[config.mk]
export PLATFORM = sky130hd
export DESIGN_NAME = crc16_gen
export DESIGN_NICKNAME = d
export VERILOG_FILES = /design/src/rtl/crc16_gen.sv
export SDC_FILE = /design/constraint.sdc
export NUM_CORES = 1
export LEC_CHECK = 0
export ABC_AREA = 0
export ABC_CLOCK_PERIOD_IN_PS = 5210
export BUFFER_PORTS_ARGS = -buffer_cell sky130_fd_sc_hd__buf_2
export CAP_MARGIN = 20
export CELL_PAD_IN_SITES_DETAIL_PLACEMENT = 1
export CELL_PAD_IN_SITES_GLOBAL_PLACEMENT = 1
export CORE_MARGIN = 2
export CORE_UTILIZATION = 47
export DETAILED_ROUTE_END_ITERATION = 12
export PLACE_DENSITY = 0.83
export SYNTH_ARGS = -nofsm -noshare
export SYNTH_HDL_FRONTEND = slang
export SYNTH_SLANG_ARGS = --single-unit
[constraint.sdc]
create_clock -name clk -period 5.21 [get_ports clk]
set_clock_uncertainty 0.05 [all_clocks]
set_input_delay 0 -clock clk [delete_from_list [all_inputs] [get_ports clk]]
set_output_delay 0 -clock clk [all_outputs]
set_load 0.1 [all_outputs]
[src/rtl/crc16_gen.sv]
// crc16_gen
//   Transmit-side CRC16 generator. A 64-bit word is accepted on crc16_start.
//   Its CRC16 is computed one byte per clock, most significant byte first,
//   over 8 cycles. The result is returned alone on crc16_O and as the 80-bit
//   frame {data, crc} on crc16_DO for the serial transmit path.
//
// Parameters
//   POLY    generator polynomial, normal (non-reflected) form
//   INIT    CRC register preset at the start of each word
//   XOROUT  value XORed into the final CRC before output
//
// Ports
//   clk          system clock, rising edge
//   rst          asynchronous active-low reset
//   crc16_start  compute the CRC of crc16_DI (honoured only in IDLE)
//   crc16_clear  synchronous abort back to IDLE, has priority over start
//   crc16_DI     64-bit data word, valid with crc16_start
//   crc16_busy   high while a word is in CALC or DONE
//   crc16_done   one-cycle pulse, crc16_O / crc16_DO freshly valid
//   crc16_O      computed CRC, held until the next done or reset
//   crc16_DO     frame {latched data, crc16_O}, held like crc16_O
module crc16_gen #(
  parameter logic [15:0] POLY   = 16'h1021,
  parameter logic [15:0] INIT   = 16'hFFFF,
  parameter logic [15:0] XOROUT = 16'h0000
) (
  input  logic        clk,
  input  logic        rst,
  input  logic        crc16_start,
  input  logic        crc16_clear,
  input  logic [63:0] crc16_DI,
  output logic        crc16_busy,
  output logic        crc16_done,
  output logic [15:0] crc16_O,
  output logic [79:0] crc16_DO
);

  typedef enum logic [1:0] {IDLE, CALC, DONE} state_t;

  state_t      state, state_next;
  logic [63:0] data_reg;
  logic [15:0] crc_reg;
  logic [15:0] crc_step;
  logic [2:0]  cnt;
  logic [5:0]  byte_base;
  logic [7:0]  cur_byte;
  logic        accept;

  // One byte of the MSB-first CRC: fold the byte into the top of the
  // register, then run eight polynomial-division shift steps.
  function automatic logic [15:0] crc_byte(input logic [15:0] crc_in,
                                           input logic [7:0]  b);
    logic [15:0] c;
    c = crc_in ^ {b, 8'h00};
    for (int i = 0; i < 8; i++) begin
      c = c[15] ? ({c[14:0], 1'b0} ^ POLY) : {c[14:0], 1'b0};
    end
    return c;
  endfunction

  // Byte cnt occupies bits [63-8*cnt -: 8]. For a 3-bit count, ~cnt equals
  // 7-cnt, so the low bit of that byte is {~cnt, 3'b000}.
  assign byte_base = {~cnt, 3'b000};
  assign cur_byte  = data_reg[byte_base +: 8];
  assign crc_step  = crc_byte(crc_reg, cur_byte);

  // A start is taken only from IDLE, and clear always wins over it.
  assign accept = (state == IDLE) && crc16_start && !crc16_clear;

  assign crc16_busy = (state != IDLE);
  assign crc16_done = (state == DONE);

  // Next-state logic. DONE always lasts exactly one cycle, so any start
  // seen while in DONE is dropped.
  always_comb begin
    state_next = state;
    unique case (state)
      IDLE: if (accept) state_next = CALC;
      CALC: begin
        if (crc16_clear)      state_next = IDLE;
        else if (cnt == 3'd7) state_next = DONE;
      end
      DONE:    state_next = IDLE;
      default: state_next = IDLE;
    endcase
  end

  // State register and datapath. crc16_O and crc16_DO change only when the
  // last byte completes. An abort or reset therefore never exposes a
  // partial CRC.
  always_ff @(posedge clk or negedge rst) begin
    if (!rst) begin
      state    <= IDLE;
      data_reg <= '0;
      crc_reg  <= '0;
      cnt      <= '0;
      crc16_O  <= '0;
      crc16_DO <= '0;
    end else begin
      state <= state_next;
      if (accept) begin
        data_reg <= crc16_DI;
        crc_reg  <= INIT;
        cnt      <= '0;
      end else if (state == CALC && !crc16_clear) begin
        crc_reg <= crc_step;
        cnt     <= cnt + 3'd1;
        if (cnt == 3'd7) begin
          crc16_O  <= crc_step ^ XOROUT;
          crc16_DO <= {data_reg, crc_step ^ XOROUT};
        end
      end
    end
  end

endmodule

==> flow_metrics.env <==
export IMPL_outcome="complete, no violations"
export IMPL_globalplace_congestion=0.764
export IMPL_synth_edf_count=0
export IMPL_finalHoldViolations=0
export IMPL_finalSetupViolations=0
export IMPL_setup_tns_ns=0
export IMPL_globalRouteMet3Util=0.0463
export IMPL_hpwlAfterDp_microns=11500
export IMPL_yosys_most_used_dff="sky130_fd_sc_hd__dfrtp_1"
export IMPL_cts_path_max_buffers=2
export IMPL_detail_route_iter0_violations=208
export IMPL_synth_yosys_warnings=0
export IMPL_cts_setup_buffers=0
export IMPL_critical_path_required_ns=5.46
export IMPL_clkLatencyLatePin_ns=0.42
export IMPL_async_reset_ff_frac=1.00
export IMPL_fp_dieArea_sq_um=15900
export IMPL_number_of_placement_rows=44
export IMPL_syn_area_sq_um=6990
export IMPL_h_tree_depth=4
export IMPL_final_instance_count_without_filler_cells=904
export IMPL_detail_route_first_pass_iterations=4
export IMPL_m1_gr_usage=0.306
export IMPL_period_minus_slack_ns=3.08
export IMPL_max_clock_freq_mhz=325
export IMPL_fin_area_sq_um=9100
export IMPL_initial_core_util=0.481
export IMPL_yosysSeqAreaShare=0.591
export IMPL_setup_worst_path_end_class="register"
export IMPL_cp_start_kind="register"
export IMPL_yosysUniqueCellTypes=37
export IMPL_p_total_uw=4320
export IMPL_tritoncts_num_buffers=17
export IMPL_synth_most_common_cell="sky130_fd_sc_hd__dfrtp_1"
export IMPL_nets=777
export IMPL_ios=166
export IMPL_drcViolationCount=0
export IMPL_antenna_cells=0
export IMPL_chipWidth_microns=126
export IMPL_synth_top_cells_by_area="sky130_fd_sc_hd__dfrtp_1 59%, sky130_fd_sc_hd__mux2_2 22%, sky130_fd_sc_hd__mux2i_1 2.4%"
export IMPL_routedWlPerCell_microns=21.0
export IMPL_cts_tree="done"
export IMPL_reg2reg_slack_ns=2.14
export IMPL_dp_slack_ns=2.16
export IMPL_grt_pass1_vias=5494
export IMPL_timing_critical_path_arrival_ns=3.32
export IMPL_cts_sinks=165
export IMPL_port_buffer_count=165
export IMPL_post_route_period_util=0.590
export IMPL_synthCells=496
export IMPL_flow_area_growth_from_synthesis_pct=30.3
export IMPL_post_route_cells_drive_above_1_share=0.485
export IMPL_core_area_sq_um=14500
export IMPL_largest_register_ff_count=65
export IMPL_grt_busiest_layer="met2"
export IMPL_holdBufCountCts=66
export IMPL_postLayoutSetupSlackWorst_ns=2.14
export IMPL_tightestPinTransition_ns=0.946
export IMPL_antenna_found_initial=0
export IMPL_rsz_0062_raised_after_global_routing="false"
export IMPL_ctsResizeCount=0
export IMPL_drt_total_wl_microns=19000
export IMPL_power_per_cell_area_nw_per_um2=474
export IMPL_vias=4744
export IMPL_global_route_usage_total=0.254
export IMPL_yosys_register_bits=165
export IMPL_grt_start_max_net_pins=94
export IMPL_netlist_top_cells_count="165 x sky130_fd_sc_hd__dfrtp_1, 138 x sky130_fd_sc_hd__mux2_2, 23 x sky130_fd_sc_hd__nand2_1"
export IMPL_hp_class="in2async"
export IMPL_slew_headroom=0.369
export IMPL_global_route_overflow_total=0
export IMPL_criticalPathCategory="reg2reg"
export IMPL_root_buffer="sky130_fd_sc_hd__clkbuf_16"
export IMPL_dieHeight_microns=126
export IMPL_static_leakage_power_uw=0.00456
export IMPL_place_detailed_instances=806
export IMPL_synth_area_per_cell_sq_um=14.1
export IMPL_synth_top_cell_area_share=0.591
export IMPL_vias_per_cell=5.25
export IMPL_grt_first_pass_wirelength_microns=30700
export IMPL_largest_fanout_on_the_critical_path=33
export IMPL_max_vdd_ir_drop_mv=0.249
export IMPL_num_fill_cells=1417
export IMPL_worst_setup_hold_path_clk_slew_ns=0.06
export IMPL_max_cap_violations=0
export IMPL_drt_antenna_violating_nets=0
export IMPL_slew_viol_final=0
export IMPL_synth_fp_nets=566
export IMPL_synth_top_area_cell="sky130_fd_sc_hd__dfrtp_1"
export IMPL_gr_usage_met2=0.454
export IMPL_cell_area_reported_after_detailed_placement_sq_um=7860
-- power by group --
group | switching [uW] | internal [uW] | leakage (uW)
registers | 204 | 1470 | 0.00210
clock network | 500 | 743 | 0.000280
logic | 842 | 555 | 0.00218
total | 1550 | 2770 | 0.00456
-- stage by stage --
| stage | utilization | hold WS (ns) |
|---|---|---|
| floorplan | - | -0.346 |
| global placement | 0.539 | 0.0748 |
| detailed placement | 0.541 | 0.0864 |
| CTS | 0.626 | 0.213 |
| global route | 0.626 | 0.237 |
| finish | 0.626 | 0.172 |
-- layout make-up --
type / instances / area, sq um / share of cell area
Timing Repair Buffer: 235 / 1540 / 0.169
Sequential cell: 165 / 4130 / 0.454
Clock inverter: 8 / 98.8 / 0.0109
Clock buffer: 24 / 482 / 0.0529
Tap cell: 184 / 230 / 0.0253
Inverter: 1 / 3.75 / 0.000412
Multi-Input combinational cell: 287 / 2620 / 0.287
-- worst max-delay path, cell delays in order, from the launching register on --
cell                       delay (ns)
sky130_fd_sc_hd__dfrtp_2         0.92
sky130_fd_sc_hd__mux2_2          0.44
sky130_fd_sc_hd__o22ai_1         0.26
sky130_fd_sc_hd__a221oi_1        0.12
sky130_fd_sc_hd__xnor2_1         0.52
sky130_fd_sc_hd__xnor2_2         0.22
sky130_fd_sc_hd__xnor2_1         0.30
sky130_fd_sc_hd__o21ai_0         0.11
-- layout by cell type (no fill, tap or decap), types with 3 or more instances in the layout --
master / Yosys / routed
sky130_fd_sc_hd__buf_2: 2 / 164
sky130_fd_sc_hd__xnor2_1: 11 / 11
sky130_fd_sc_hd__clkbuf_1: 18 / 4
sky130_fd_sc_hd__a21oi_1: 15 / 15
sky130_fd_sc_hd__a221oi_1: 5 / 5
sky130_fd_sc_hd__mux2_2: 138 / 138
sky130_fd_sc_hd__nand2_1: 23 / 22
sky130_fd_sc_hd__o21ai_0: 15 / 15
sky130_fd_sc_hd__clkinv_2: 0 / 3
sky130_fd_sc_hd__buf_4: 17 / 3
sky130_fd_sc_hd__xnor2_2: 5 / 5
sky130_fd_sc_hd__o22ai_1: 5 / 5
sky130_fd_sc_hd__mux2i_1: 17 / 17
sky130_fd_sc_hd__dlygate4sd3_1: 0 / 66
sky130_fd_sc_hd__xor2_1: 8 / 8
sky130_fd_sc_hd__clkbuf_8: 0 / 3
sky130_fd_sc_hd__nor2_1: 19 / 19
sky130_fd_sc_hd__dfrtp_1: 165 / 164
sky130_fd_sc_hd__clkbuf_16: 0 / 17
-- cell families (layout without fill, tap and decap cells) --
family          after synthesis  after routing  share of synthesized area
simple gates                 53             53                     0.0329
fa+ha+maj                     2              2                    0.00358
buf+inv                      44            268                     0.0369
mux                         159            159                      0.256
xor+xnor                     25             25                     0.0378
compound gates               48             48                     0.0415
flops                       165            165                      0.591
-- routing by layer --
layer / routed length, microns / share of wire / vias to the layer above
met4: 433 / 0.023 / 0
met1: 7670 / 0.40 / 2420
met5: 0 / 0 / -
met3: 663 / 0.035 / 26
li1: - / - / 2154
met2: 10200 / 0.54 / 144
-- worst paths after layout --
check,start,to,cells past startpoint
min in group clk,crc16_DI[50],data_reg[50],3
max in group asynchronous,rst,data_reg[36],3
max reg2reg,cnt[0],crc16_O[12],7
min,rst,data_reg[6],2
max,cnt[0],crc16_O[12],7
min reg2reg,crc16_DO[79],crc16_DO[79],2
No activity file was read; power rests on OpenSTA's default activity.
